`src/rtl/ps2_scancode_decoder.sv`:
```
// ---------------------------------------------------------------------------
// ps2_scancode_decoder
//
// Parses PS/2 Set-2 scan-code byte streams from the PS/2 byte receiver into
// key events. Handles the E0 extended prefix, the F0 break prefix, the
// E0 12 / E0 59 "fake shift" bytes some keyboards wrap around extended keys,
// and the 8-byte Pause sequence (E1 14 77 E1 F0 14 F0 77). Each complete
// sequence produces one event {code, ext, brk}, which is pushed into a small
// show-ahead FIFO for the application to drain.
//
// Ports
//   clk           system clock
//   reset         asynchronous, active-high reset
//   rx_done_tick  one-cycle strobe, rx_data holds a new byte
//   rx_data[7:0]  received byte
//   rd_en         pop the head FIFO entry (ignored when empty)
//   clr_ovf       clear the sticky overflow flag
//   key_code[7:0] head entry scan code (0xE1 for Pause)
//   key_ext       head entry had the E0 prefix
//   key_brk       head entry had the F0 prefix (key release)
//   empty         FIFO holds no entries
//   full          FIFO holds 2**FIFO_AW entries
//   overflow      sticky: an event was dropped because the FIFO was full
//
// Handshake: a byte is consumed on every cycle rx_done_tick=1 (the parser
// never back-pressures the receiver). An event is written to the FIFO on the
// same edge as the byte that completes it; if the FIFO is full and no pop
// happens on that edge the event is dropped and overflow is raised. The
// consumer pops with rd_en; a pop only takes effect when empty=0, and the
// head entry is visible on key_* before it is popped (show-ahead).
// ---------------------------------------------------------------------------
module ps2_scancode_decoder #(
    parameter int FIFO_AW = 2,
    parameter int TIMEOUT = 1000000,
    parameter int TO_W    = 20
) (
    input  logic       clk,
    input  logic       reset,
    input  logic       rx_done_tick,
    input  logic [7:0] rx_data,
    input  logic       rd_en,
    input  logic       clr_ovf,
    output logic [7:0] key_code,
    output logic       key_ext,
    output logic       key_brk,
    output logic       empty,
    output logic       full,
    output logic       overflow
);

    localparam int DEPTH = 1 << FIFO_AW;

    localparam logic [7:0] B_E0 = 8'hE0;
    localparam logic [7:0] B_F0 = 8'hF0;
    localparam logic [7:0] B_E1 = 8'hE1;

    typedef enum logic [2:0] {
        IDLE,
        S_E0,
        S_F0,
        S_E0F0,
        S_PAUSE
    } state_t;

    state_t          state;
    state_t          state_next;
    logic [2:0]      pause_cnt;
    logic [TO_W-1:0] to_cnt;

    // Event decode for the byte currently presented on rx_data.
    logic       ev_valid;
    logic [7:0] ev_code;
    logic       ev_ext;
    logic       ev_brk;
    logic       ev_fire;

    // FIFO storage and bookkeeping.
    logic [9:0]         mem [DEPTH];
    logic [FIFO_AW-1:0] wr_ptr;
    logic [FIFO_AW-1:0] rd_ptr;
    logic [FIFO_AW:0]   count;
    logic               wr_acc;
    logic               rd_acc;

    // Idle-line / acknowledge bytes that never start a key sequence.
    function automatic logic is_filtered(input logic [7:0] b);
        return (b == 8'h00) || (b == 8'hAA) || (b == 8'hEE) ||
               (b == 8'hFA) || (b == 8'hFE) || (b == 8'hFF);
    endfunction

    // Fake shift codes wrapped around extended keys by the keyboard.
    function automatic logic is_fake_shift(input logic [7:0] b);
        return (b == 8'h12) || (b == 8'h59);
    endfunction

    function automatic logic is_prefix(input logic [7:0] b);
        return (b == B_E0) || (b == B_F0) || (b == B_E1);
    endfunction

    // -----------------------------------------------------------------------
    // Combinational decode: next state and event for the current byte. Only
    // meaningful on tick cycles; the sequential logic gates it with the tick.
    // -----------------------------------------------------------------------
    always_comb begin
        state_next = state;
        ev_valid   = 1'b0;
        ev_code    = rx_data;
        ev_ext     = 1'b0;
        ev_brk     = 1'b0;
        case (state)
            IDLE: begin
                if (rx_data == B_E0) begin
                    state_next = S_E0;
                end else if (rx_data == B_F0) begin
                    state_next = S_F0;
                end else if (rx_data == B_E1) begin
                    state_next = S_PAUSE;
                end else if (!is_filtered(rx_data)) begin
                    ev_valid = 1'b1;
                end
            end
            S_E0: begin
                if (rx_data == B_F0) begin
                    state_next = S_E0F0;
                end else if (rx_data == B_E0) begin
                    state_next = S_E0;
                end else if (is_fake_shift(rx_data) || rx_data == B_E1) begin
                    state_next = IDLE;
                end else begin
                    ev_valid   = 1'b1;
                    ev_ext     = 1'b1;
                    state_next = IDLE;
                end
            end
            S_F0: begin
                state_next = IDLE;
                if (!is_prefix(rx_data)) begin
                    ev_valid = 1'b1;
                    ev_brk   = 1'b1;
                end
            end
            S_E0F0: begin
                state_next = IDLE;
                if (!is_prefix(rx_data) && !is_fake_shift(rx_data)) begin
                    ev_valid = 1'b1;
                    ev_ext   = 1'b1;
                    ev_brk   = 1'b1;
                end
            end
            S_PAUSE: begin
                // Pause bytes carry no information beyond their count.
                if (pause_cnt == 3'd1) begin
                    ev_valid   = 1'b1;
                    ev_code    = B_E1;
                    state_next = IDLE;
                end
            end
            default: state_next = IDLE;
        endcase
    end

    assign ev_fire = rx_done_tick && ev_valid;

    // -----------------------------------------------------------------------
    // Parser FSM with inter-byte timeout. The timeout only runs while a
    // sequence is open, so a half-received sequence cannot corrupt the next
    // keystroke after the keyboard glitches or is unplugged.
    // -----------------------------------------------------------------------
    always_ff @(posedge clk or posedge reset) begin
        if (reset) begin
            state     <= IDLE;
            pause_cnt <= 3'd0;
            to_cnt    <= '0;
        end else if (rx_done_tick) begin
            state  <= state_next;
            to_cnt <= '0;
            if (state == IDLE && rx_data == B_E1) begin
                pause_cnt <= 3'd7;
            end else if (state == S_PAUSE) begin
                pause_cnt <= pause_cnt - 3'd1;
            end
        end else if (state != IDLE) begin
            if (to_cnt == TO_W'(TIMEOUT - 1)) begin
                state     <= IDLE;
                to_cnt    <= '0;
                pause_cnt <= 3'd0;
            end else begin
                to_cnt <= to_cnt + 1'b1;
            end
        end else begin
            to_cnt <= '0;
        end
    end

    // -----------------------------------------------------------------------
    // Show-ahead FIFO. A full FIFO still accepts a write when the same edge
    // pops, since the pop frees the slot being written.
    // -----------------------------------------------------------------------
    assign empty  = (count == '0);
    assign full   = (count == (FIFO_AW+1)'(DEPTH));
    assign rd_acc = rd_en && !empty;
    assign wr_acc = ev_fire && (!full || rd_en);

    always_ff @(posedge clk or posedge reset) begin
        if (reset) begin
            for (int i = 0; i < DEPTH; i++) begin
                mem[i] <= '0;
            end
            wr_ptr   <= '0;
            rd_ptr   <= '0;
            count    <= '0;
            overflow <= 1'b0;
        end else begin
            if (wr_acc) begin
                mem[wr_ptr] <= {ev_code, ev_ext, ev_brk};
                wr_ptr      <= wr_ptr + 1'b1;
            end
            if (rd_acc) begin
                rd_ptr <= rd_ptr + 1'b1;
            end
            case ({wr_acc, rd_acc})
                2'b10:   count <= count + 1'b1;
                2'b01:   count <= count - 1'b1;
                default: count <= count;
            endcase
            // A drop in the same cycle as a clear wins, so no loss goes unseen.
            if (ev_fire && full && !rd_en) begin
                overflow <= 1'b1;
            end else if (clr_ovf) begin
                overflow <= 1'b0;
            end
        end
    end

    assign {key_code, key_ext, key_brk} = mem[rd_ptr];

endmodule

```
`config.mk`:
```
export PLATFORM = sky130hd
export DESIGN_NAME = ps2_scancode_decoder
export DESIGN_NICKNAME = d
export VERILOG_FILES = /design/src/rtl/ps2_scancode_decoder.sv
export SDC_FILE = /design/constraint.sdc
export NUM_CORES = 1
export LEC_CHECK = 0
export BUFFER_PORTS_ARGS = -buffer_cell sky130_fd_sc_hd__buf_2
export CAP_MARGIN = 20
export CORE_ASPECT_RATIO = 1.25
export CORE_MARGIN = 5
export CORE_UTILIZATION = 60
export CTS_BUF_LIST = sky130_fd_sc_hd__clkbuf_16
export DETAILED_ROUTE_END_ITERATION = 10
export PLACE_DENSITY = 0.79
export SKIP_LAST_GASP = 1
export SYNTH_ARGS = -nofsm -noshare
export SYNTH_HDL_FRONTEND = slang
export SYNTH_SLANG_ARGS = --single-unit
```
`constraint.sdc`:
```
create_clock -name clk -period 3.31 [get_ports clk]
set_input_delay 0.662 -clock clk [delete_from_list [all_inputs] [get_ports clk]]
set_output_delay 0.662 -clock clk [all_outputs]
set_load 0.01 [all_outputs]
```
==> parameters.txt <==
Parameter                              Value

Run status
  Outcome    finished, final reports clean

Power and ir drop
  Standby leakage power    between 0.0015 and 0.002 uW
  Power density relative to cell area    approximately 900 mW/mm2
  VDD IR-drop max    0.426 mV
  Sum of internal, switching and leakage power    roughly 3800 uW

Synth
  Share of synthesized registers carrying an async set or reset    100%
  Sequential fraction of the synthesis area    49.2%
  Synthesized area per cell    around 12 um2
  Cells after Synth    between 300 and 400
  Number of warnings printed during yosys synthesis    0
  Most numerous cell types in the synthesized netlist    74 x dfrtp_1, 31 x nor2_1, 19 x nand2_1
  Count of unique library cells instantiated by Yosys    57
  Number of synthesized register bits    74
  Netlist area before placement    about 0.0038 mm2
  Area leader, netlist    dfrtp_1
  Portion of synthesized cell area occupied by the leading cell type    between 40% and 50%
  Synthesized Nets    around 350
  Largest cells by area after synthesis    dfrtp_1 49%, mux4_2 6.0%, o22a_1 4.0%
  Top_reg_cell synth    dfrtp_1
  Most numerous cell in the Yosys netlist    dfrtp_1
  Number of enable flip-flop cells after synthesis    0

Clocking
  Clock sink total    74
  Hold buffers post-CTS    0
  Post-CTS resize count    0
  Post-CTS Repair Setup Buffers    0
  CTS Root Cell    clkbuf_16
  TritonCTS Buffers    9
  CTS tree    yes
  Source-to-sink clock delay at the later pin of the worst-skew pair    around 340 ps
  Max clock buf depth    2
  Reg clk slew, reported paths    roughly 60 ps
  H-tree levels    3

Timing
  Worst-case headroom to the max-slew limit    roughly half
  WHS    between 400 and 500 ps
  Tcrit/Tclk final    a little over four fifths
  Slew of the pin with the lowest slew margin    ~760 ps
  PnR worst setup slack    between 500 and 600 ps
  Number of max-slew violations in the final report    0
  Final count of hold timing violations    0
  Setup TNS    0 ps
  Fmax    between 300 and 400 MHz
  Post-layout minimum cycle time    around 2800 ps
  Final count of negative-setup-slack endpoints    0
  Post-route clock skew    around 6.7 ps
  Unrepaired setup endpoints after global routing    false

Layout
  Filler cell count in the final layout    488
  Nets    around 370
  Area growth syn-to-layout    13.8%
  Number of cells in the finished layout apart from fillers    around 440
  Share of post-route cells with drive strength above 1    20.4%
  Number of diodes    0

Placed design
  Worst Setup Slack post-DPL    between 100 and 150 ps
  RD Place Congestion    between 0.8 and 0.9
  IO Port Bufs    25
  Count of placed standard cells including taps    426
  DPL Wire Length    approximately 5.7 mm

Worst hold path
  Class of the worst hold path    input port to async pin

Floorplan
  Die area    between 0.007 and 0.008 mm2
  Number of placement rows    32
  Effective utilization at floorplan    roughly three fifths
  Core area    0.00613 mm2
  I/O pin count    26
  Chip height    98.6 um
  Die extent in x    roughly 81 um

Worst setup path
  Type of the setup path with the least slack    input port to register
  Crit path arrival time    between 3000 and 4000 ps
  Startpoint Class    input port
  Crit path max fanout    15
  Critical path capture point type    register
  Crit path required time    around 3600 ps
  Worst reg-to-reg path cell count    9

GRT
  Largest net degree at the start of global routing    44
  Antenna violations before repair    0
  Total congestion overflow    0
  Vias in the first global route    about 2800
  Wire length of the first global-routing pass    13.5 mm
  GRT Util Overall    between 20% and 30%

Drt
  Average wire per standard cell    17.8 um
  Number of antenna-violating nets in the routed design    0
  1st-iter DRT viols    a little over 200
  1st-pass router iterations    4
  Via count    around 2700
  Via density per instance    approximately 6
  Final Routed Wirelength    between 7 and 8 mm
  DR DRC count    0

Run
  Max-cap violations    0
==> metal layers <==
layer,global-route usage (%),vias to the layer above,routed length [um]
li1,-,1258,-
met1,27.3,1346,3170
met2,37.4,60,4210
met3,5.21,12,357
met4,9.10,0,130
met5,0,-,0
==> state kept, by name (all words and copies together), names as in the netlist <==
signal / cells
count: 3
overflow: 1
state: 3
mem: 40
wr_ptr: 2
pause_cnt: 3
to_cnt: 20
rd_ptr: 2
==> worst paths after layout <==
path	start	end	slack [ps]
worst max register to register	state[2]	count[1]	590
min in group clk	to_cnt[0]	to_cnt[0]	460
worst min register to register	to_cnt[0]	to_cnt[0]	460
worst min-delay path	reset	rd_ptr[0]	420
worst max-delay path	rx_data[3]	count[2]	510
max in group asynchronous	reset	mem[7]	2240
==> worst max-delay path, cell delays in order <==
cell	delay, ps
buf_2	160
nor4b_1	310
o2111ai_1	190
o21a_1	240
o2bb2ai_4	200
o21ai_2	230
ha_1	210
inv_1	60
fa_1	390
xor2_1	150
nor2_1	110
xor2_1	150
==> final cells by class <==
class / instances / area [um2] / area share (%)
clock buffer: 9 / 225 / 5.26
sequential: 74 / 1850 / 43.2
tap: 85 / 106 / 2.48
clock inverter: 7 / 93.8 / 2.19
inverter: 14 / 52.6 / 1.23
timing repair buffer: 28 / 160 / 3.74
multi-input combinational: 225 / 1790 / 41.9
==> cells in the final DEF, fill, tap and decap left out, drive strengths merged, types with 6 or more instances in the layout <==
cell type / n
mux4: 10
xor2: 9
ha: 8
or3: 6
nor3: 6
o22a: 17
nand3: 17
nor2: 31
inv: 14
buf: 28
xnor2: 13
o21ai: 8
o2bb2ai: 13
a32o: 12
clkbuf: 9
nand2: 19
dfrtp: 74
==> cells by family after synthesis <==
kind of cell    count (synthesis)  share of synthesized area, %
xor+xnor                       22                          5.12
compound gates                 77                          17.7
mux                            12                          6.55
buf+inv                        27                          3.19
simple gates                  105                          15.1
flops                          74                          49.2
fa+ha+maj                       9                          3.19
==> power by group <==
| part | total, uW | leakage (uW) | internal (uW) | switching, uW |
|---|---|---|---|---|
| Clock | 1030 | 0.000151 | 657 | 377 |
| Combinational | 1360 | 0.000697 | 693 | 663 |
| Sequential | 1460 | 0.000939 | 1200 | 257 |
| Total | 3850 | 0.00179 | 2550 | 1300 |
==> stage by stage <==
step	utilization (%)	cell area [um2]
floorplan	-	3760
CTS	69.9	4280
global route	69.9	4280
finish	69.9	4280
detailed placement	64.7	3960
global placement	64.7	3960
(Power assumes the default switching activity.)
